[src/rtl/fma_pipe.sv]
// Two-stage fused multiply-add/accumulate PE: result = (acc ? acc_q : a) + b*c, per-beat signedness.
// Define FMA_SATURATE_EN to clamp overflowing results (and the accumulator) instead of wrapping.
module fma_pipe #(
  parameter int OP_W  = 8,
  parameter int ACC_W = 16
) (
  input  logic             clk,
  input  logic             rst,
  input  logic             in_valid,
  output logic             in_ready,
  input  logic [ACC_W-1:0] in_a,
  input  logic [OP_W-1:0]  in_b,
  input  logic [OP_W-1:0]  in_c,
  input  logic             in_signed,
  input  logic             in_acc,
  output logic             out_valid,
  input  logic             out_ready,
  output logic [ACC_W-1:0] out_result,
  output logic             out_ovf
);
  localparam int P_W = 2*OP_W;
  localparam int X_W = ACC_W+2;

  typedef struct packed {
    logic [ACC_W-1:0] a;
    logic [P_W-1:0]   prod;
    logic             sgn;
    logic             acc;
  } s1_t;

  s1_t              s1_q, s1_d;
  logic             s1_valid;
  logic [ACC_W-1:0] acc_q;
  logic             adv;

  // Operands extended to the product width so a plain low-half multiply is exact for both modes.
  logic [P_W-1:0] b_ext, c_ext;
  assign b_ext = {{OP_W{in_signed & in_b[OP_W-1]}}, in_b};
  assign c_ext = {{OP_W{in_signed & in_c[OP_W-1]}}, in_c};

  always_comb begin
    s1_d      = '0;
    s1_d.a    = in_a;
    s1_d.prod = b_ext * c_ext;
    s1_d.sgn  = in_signed;
    s1_d.acc  = in_acc;
  end

  assign adv      = !out_valid || out_ready;
  assign in_ready = adv || !s1_valid;

  always_ff @(posedge clk or posedge rst) begin
    if (rst) begin
      s1_valid <= 1'b0;
      s1_q     <= '0;
    end else if (in_ready) begin
      s1_valid <= in_valid;
      if (in_valid) s1_q <= s1_d;
    end
  end

  // S2: exact sum at ACC_W+2 bits, then range check under the beat's signedness.
  logic [ACC_W-1:0] addend;
  logic [X_W-1:0]   prod_x, add_x, sum;
  logic             ovf;
  logic [ACC_W-1:0] res;

  always_comb begin
    addend = s1_q.acc ? acc_q : s1_q.a;
    prod_x = {{(X_W-P_W){s1_q.sgn & s1_q.prod[P_W-1]}}, s1_q.prod};
    add_x  = {{2{s1_q.sgn & addend[ACC_W-1]}}, addend};
    sum    = prod_x + add_x;
    if (s1_q.sgn)
      ovf = !((sum[X_W-1:ACC_W-1] == 3'b000) || (sum[X_W-1:ACC_W-1] == 3'b111));
    else
      ovf = |sum[X_W-1:ACC_W];
    res = sum[ACC_W-1:0];
`ifdef FMA_SATURATE_EN
    if (ovf) begin
      if (!s1_q.sgn)         res = '1;
      else if (sum[X_W-1])   res = {1'b1, {(ACC_W-1){1'b0}}};
      else                   res = {1'b0, {(ACC_W-1){1'b1}}};
    end
`endif
  end

  always_ff @(posedge clk or posedge rst) begin
    if (rst) begin
      out_valid  <= 1'b0;
      out_result <= '0;
      out_ovf    <= 1'b0;
      acc_q      <= '0;
    end else if (adv) begin
      out_valid <= s1_valid;
      if (s1_valid) begin
        out_result <= res;
        out_ovf    <= ovf;
        acc_q      <= res;
      end
    end
  end
endmodule

[config.mk]
export PLATFORM = sky130hd
export DESIGN_NAME = fma_pipe
export DESIGN_NICKNAME = d
export VERILOG_FILES = /design/src/rtl/fma_pipe.sv
export SDC_FILE = /design/constraint.sdc
export NUM_CORES = 1
export LEC_CHECK = 0
export ABC_AREA = 1
export CAP_MARGIN = 30
export CORE_ASPECT_RATIO = 2
export CORE_MARGIN = 2
export CORE_UTILIZATION = 45
export DETAILED_ROUTE_END_ITERATION = 16
export PLACE_DENSITY_LB_ADDON = 0.15
export SKIP_CTS_REPAIR_TIMING = 1
export SYNTH_ARGS = -nofsm -noshare
export SYNTH_HDL_FRONTEND = slang
export SYNTH_SLANG_ARGS = --single-unit
[constraint.sdc]
create_clock -name clk -period 5.05 [get_ports clk]
set_clock_uncertainty 0.05 [all_clocks]
set_input_delay 1.515 -clock clk [delete_from_list [all_inputs] [get_ports clk]]
set_output_delay 1.515 -clock clk [all_outputs]
set_load 0.02 [all_outputs]
Word-level counts from Yosys, hierarchy flattened
Index checks and enable logic that the tools add are counted.
Widths: inputs -> output; s select.
{"block": "classes", "multipliers": 1, "reduce_logical": 10, "n_mux": 2, "bitwise_logic": 4, "eq_ne": 1, "addsub": 1}
{"cell": "$add 17x17->18", "n": 1}
{"cell": "$mul 9x9->16", "n": 1}
{"cell": "$mux 16", "n": 1}
{"cell": "$and 1x1->1", "n": 4}
{"cell": "$reduce_and 2->1", "n": 2}
{"cell": "$eq 3x3->1 const B", "n": 1}
{"cell": "$logic_not 1->1", "n": 3}
{"cell": "$logic_not 3->1", "n": 1}
{"cell": "$logic_or 1x1->1", "n": 3}
{"cell": "$reduce_or 2->1", "n": 1}
{"cell": "$mux 1", "n": 1}
{"block": "totals", "reg_bits": 53}

Longest topological paths before layout
{"block": "logic_depth", "word_depth": 7, "mapped_depth": 23, "ltp_nobuf": 22}

Least setup slack after synthesis
No wires, ideal clock.
{"block": "synth_timing", "path_kind": "in2reg", "start": "in in_c[7]", "end": "reg s1_q, in the netlist prod_x[10]", "stages": 18, "setup_ns": 0.132, "setup_slack_ns": -0.994, "arrival_time_ns": 5.862, "path_cell_list": "buf_2 nand2_4 or2_2 fa_1 fa_1 inv_1 fa_1 fa_1 inv_1 fa_1 inv_1 ha_1 inv_1 nor2_1 or2_2 a21oi_1 xor2_1 o21ai_0"}
{"block": "synth_between", "elab_chain_len": 2}
{"element": "start: declaration", "line_no": "13", "text": "input logic [OP_W-1:0] in_c,"}
{"element": "$and 1x1->1", "line_no": "39", "text": "assign c_ext = {{OP_W{in_signed & in_c[OP_W-1]}}, in_c};"}
{"element": "$mul 9x9->16 (*)", "line_no": "44", "text": "s1_d.prod = b_ext * c_ext;"}
{"element": "end signal: assignment", "line_no": "55", "text": "s1_q <= '0;"}
{"element": "end signal: assignment", "line_no": "58", "text": "if (in_valid) s1_q <= s1_d;"}
{"element": "end: declaration", "line_no": "31", "text": "s1_t s1_q, s1_d;"}
Every way passes the cells marked *; elsewhere a longest branch is shown, timed or not.
A chain may end at the register's enable or synchronous reset.

Worst setup path after layout
{"block": "layout_timing", "start": "in in_signed", "end": "reg s1_q, in the netlist prod_x[14]"}
{"block": "layout_between", "elab_chain_len": 2}
{"element": "start: declaration", "line_no": "14", "text": "input logic in_signed,"}
{"element": "$and 1x1->1, on equally long branches", "line_no": "38, 39"}
{"element": "$mul 9x9->16 (*)", "line_no": "44"}
Marks and branches as above.

==> results.json <==
{
  "status": "complete, but fails checks",
  "failed_checks": "negative setup slack",
  "reg2reg_slack_ns": 2.07,
  "hold_class": "reg -> reg",
  "worstHoldStart": "s1_q[19]$_DFFE_PP0P_",
  "drt_iter0_drc": 162,
  "drive_gt1_share_pct": 17.6,
  "syn_inst": 805,
  "hold_viol_final": 0,
  "die_h_um": 167,
  "cts_root_buffer": "clkbuf_16",
  "die_x_um": 85.5,
  "initial_core_util_pct": 46.0,
  "synth_top_family_by_area": "adder cells",
  "wl_per_cell_um": 14.5,
  "layout.nets": 1062,
  "relSlewSlack_pct": 54.4,
  "peakVddDrop_mv": 0.408,
  "cts_buffers": 5,
  "muxShareOfSynthArea_pct": 0,
  "whs_path_depth": 2,
  "worstSetupPathType": "in -> reg",
  "path_clk_slew_ns": 0.07,
  "ios": 57,
  "p_leak_uw": 0.00422,
  "worst-path-max-fanout": 6,
  "num_vias": 5224,
  "fp.dieArea_um2": 14300,
  "first_global_vias": 5526,
  "drv_slew": 0,
  "overflow": 0,
  "clk_latency_ns": 0.30,
  "cap_violations": 0,
  "port_buffers": 56,
  "r2r_cells": 18,
  "tightest_slew_ns": 0.684,
  "fillCellCount": 1222,
  "htreeDepth": 2,
  "place_hpwl_um": 12900,
  "synth-compound-area-share_pct": 7.52,
  "multiInputGateArea_um2": 4160,
  "grt_usage_pct": 22.4,
  "clockBufferDepth": 2,
  "clock.fmax_mhz": 180,
  "setup_violations": 7,
  "rsz0062_at_grt": "true",
  "yosysWarningCount": 0,
  "timing.setup.tns_ns": -2.81,
  "seq_area_um2": 1330,
  "powerDensity_nw_per_um2": 525,
  "synth_simple_gate_area_share_pct": 22.3,
  "diodes": 0,
  "antenna_found_initial": 0,
  "via_per_inst": 4.91,
  "ant_nets": 0,
  "syn_to_final_growth_pct": 27.3,
  "post-route-util_pct": 58.5,
  "core_area_um2": 13000,
  "synth_cell_types": 30,
  "first_pass_iters": 4,
  "r2r-end": "out_ovf$_DFFE_PP0P_",
  "synthAdderAreaFrac_pct": 31.9,
  "cp-end-kind": "flip-flop",
  "setup_ws_ns": -0.493,
  "cts_tree": "yes",
  "gp_congestion": 0.972,
  "synth-xor-area-share_pct": 3.08,
  "critPathRequiredTime_ns": 5.19,
  "drcViolationCount": 0,
  "rr_startpoint": "s1_q[0]$_DFFE_PP0P_",
  "wl_um": 15500,
  "start_kind": "primary input",
  "finalWorstPathRequiredPeriod_ns": 5.54,
  "synth-seq-cells": 53,
  "synth_nets": 957,
  "clock-sinks": 53,
  "netlist_area_um2": 5970,
  "period_share_pct": 110,
  "hold_path_end": "s1_q[19]$_DFFE_PP0P_",
  "yosysSeqAreaShare_pct": 22.2,
  "grt_max_degree": 44,
  "grt_pass1_wl_um": 25100,
  "cp.arrival_ns": 5.68,
  "syn_avg_cell_area_um2": 7.42,
  "num_rows": 59
}
power breakdown:
group	leakage [uW]	switching (uW)	internal [uW]
Clock	0.0000799	154	210
Combinational	0.00349	1590	1370
Sequential	0.000648	102	574
placed cells by master, fill, tap and decap left out, types with 2 or more instances in the layout:
cell,Yosys,routed
dlymetal6s2s_1,0,9
or2_2,6,4
o21ai_0,57,53
clkdlybuf4s50_1,0,39
fa_1,64,62
nand2_2,8,13
xnor2_1,9,9
dfrtp_1,53,53
clkbuf_16,0,5
nand2_4,1,2
a21oi_2,0,4
nor3_1,7,4
nand4_1,2,2
fa_2,0,2
a21o_1,2,2
inv_1,174,163
a21oi_1,22,18
nand3_1,24,22
xor2_1,12,12
buf_6,0,5
o21ai_2,1,2
inv_4,0,2
a31oi_1,2,2
nor2_4,0,5
nand3_2,1,3
buf_4,1,64
nor2_2,5,6
nor3_2,0,3
or2_4,0,2
ha_1,50,37
o21ai_1,2,5
clkbuf_8,0,2
inv_2,3,11
nand2_1,246,239
clkbuf_2,0,7
nor2_1,23,17
ha_4,0,13
worst max-delay path by stage:
stage	start	end	slack (ns)
floorplan	in_c[0]	prod_x[14]$_DFFE_PP0P_	-0.46
global placement	in_signed	prod_x[15]$_DFFE_PP0P_	-1.15
detailed placement	in_signed	prod_x[14]$_DFFE_PP0P_	-1.26
CTS	in_signed	prod_x[14]$_DFFE_PP0P_	-0.94
global route	in_b[7]	prod_x[14]$_DFFE_PP0P_	-0.68
finish	in_signed	prod_x[14]$_DFFE_PP0P_	-0.49
kinds of logic after synthesis:
| kind of cell | count (synthesis) |
|---|---|
| AO/OA/AOI/OAI | 87 |
| XOR/XNOR | 21 |
| flip-flops | 53 |
| AND/OR/NAND/NOR | 325 |
| buffers and inverters | 205 |
| adder cells (fa/ha/maj) | 114 |
synthesized netlist by cell type:
| master | count | area [um2] |
|---|---|---|
| nand2_1 | 246 | 923 |
| inv_1 | 174 | 653 |
| fa_1 | 64 | 1280 |
| o21ai_0 | 57 | 285 |
| dfrtp_1 | 53 | 1330 |
| ha_1 | 50 | 626 |
| nand3_1 | 24 | 120 |
| clkbuf_1 | 23 | 86.3 |
| nor2_1 | 23 | 86.3 |
| a21oi_1 | 22 | 110 |
| xor2_1 | 12 | 105 |
| xnor2_1 | 9 | 78.8 |
| nand2_2 | 8 | 50.1 |
| nor3_1 | 7 | 35.0 |
| or2_2 | 6 | 37.5 |
| nor2_2 | 5 | 31.3 |
| buf_2 | 3 | 15.0 |
| inv_2 | 3 | 11.3 |
| a21o_1 | 2 | 15.0 |
| a31oi_1 | 2 | 12.5 |
| nand4_1 | 2 | 12.5 |
| o21ai_1 | 2 | 10.0 |
| and3_1 | 1 | 6.26 |
| buf_1 | 1 | 3.75 |
| buf_4 | 1 | 7.51 |
| nand2_4 | 1 | 11.3 |
| nand3_2 | 1 | 10.0 |
| o21a_1 | 1 | 7.51 |
| o21ai_2 | 1 | 8.76 |
| or2_1 | 1 | 6.26 |
flip-flops by register name, summed over array words and instances (netlist names):
signal	flops
out_result	16
out_valid	1
prod_x	16
out_ovf	1
s1_q	18
s1_valid	1
area by class of cell:
type	instances	area share, %
Clock inverter	1	0.0658
Inverter	177	8.85
Sequential cell	53	17.4
Tap cell	152	2.50
Multi-Input combinational cell	547	54.7
Timing Repair Buffer	126	14.4
Clock buffer	7	2.01
stage by stage:
step / std cells / setup WS, ns / area [um2] / power, uW / hold WS, ns
after floorplan: 805 / -0.458 / 6150 / 2520 / 0.394
after global placement: 1051 / -1.15 / 7230 / 3340 / 0.422
after detailed placement: 1051 / -1.26 / 7230 / 3420 / 0.422
after CTS: 1059 / -0.939 / 7390 / 3800 / 0.439
after global routing: 1063 / -0.682 / 7600 / 4410 / 0.455
final: 1063 / -0.493 / 7600 / 3990 / 0.435
metal layers:
layer / vias up / share of wire (%) / track usage [%]
li1: 2615 / - / -
met2: 66 / 62 / 48.1
met5: - / 0 / 0
met1: 2518 / 32 / 19.6
met3: 25 / 1.5 / 1.68
met4: 0 / 3.7 / 9.11
worst max-delay path: stages:
cell	delay, ns
buf_8	0.08
buf_6	0.11
nand2_8	0.05
or2_4	0.23
fa_1	0.49
fa_1	0.51
inv_2	0.04
fa_1	0.49
fa_1	0.53
inv_2	0.04
fa_1	0.51
inv_2	0.04
ha_4	0.29
inv_4	0.05
nor3_2	0.10
nand2_1	0.09
nand2_2	0.08
nand2_2	0.06
a21oi_2	0.13
o21ai_1	0.08
nand3_1	0.08
nand2_1	0.06
(Power assumes the default switching activity.)
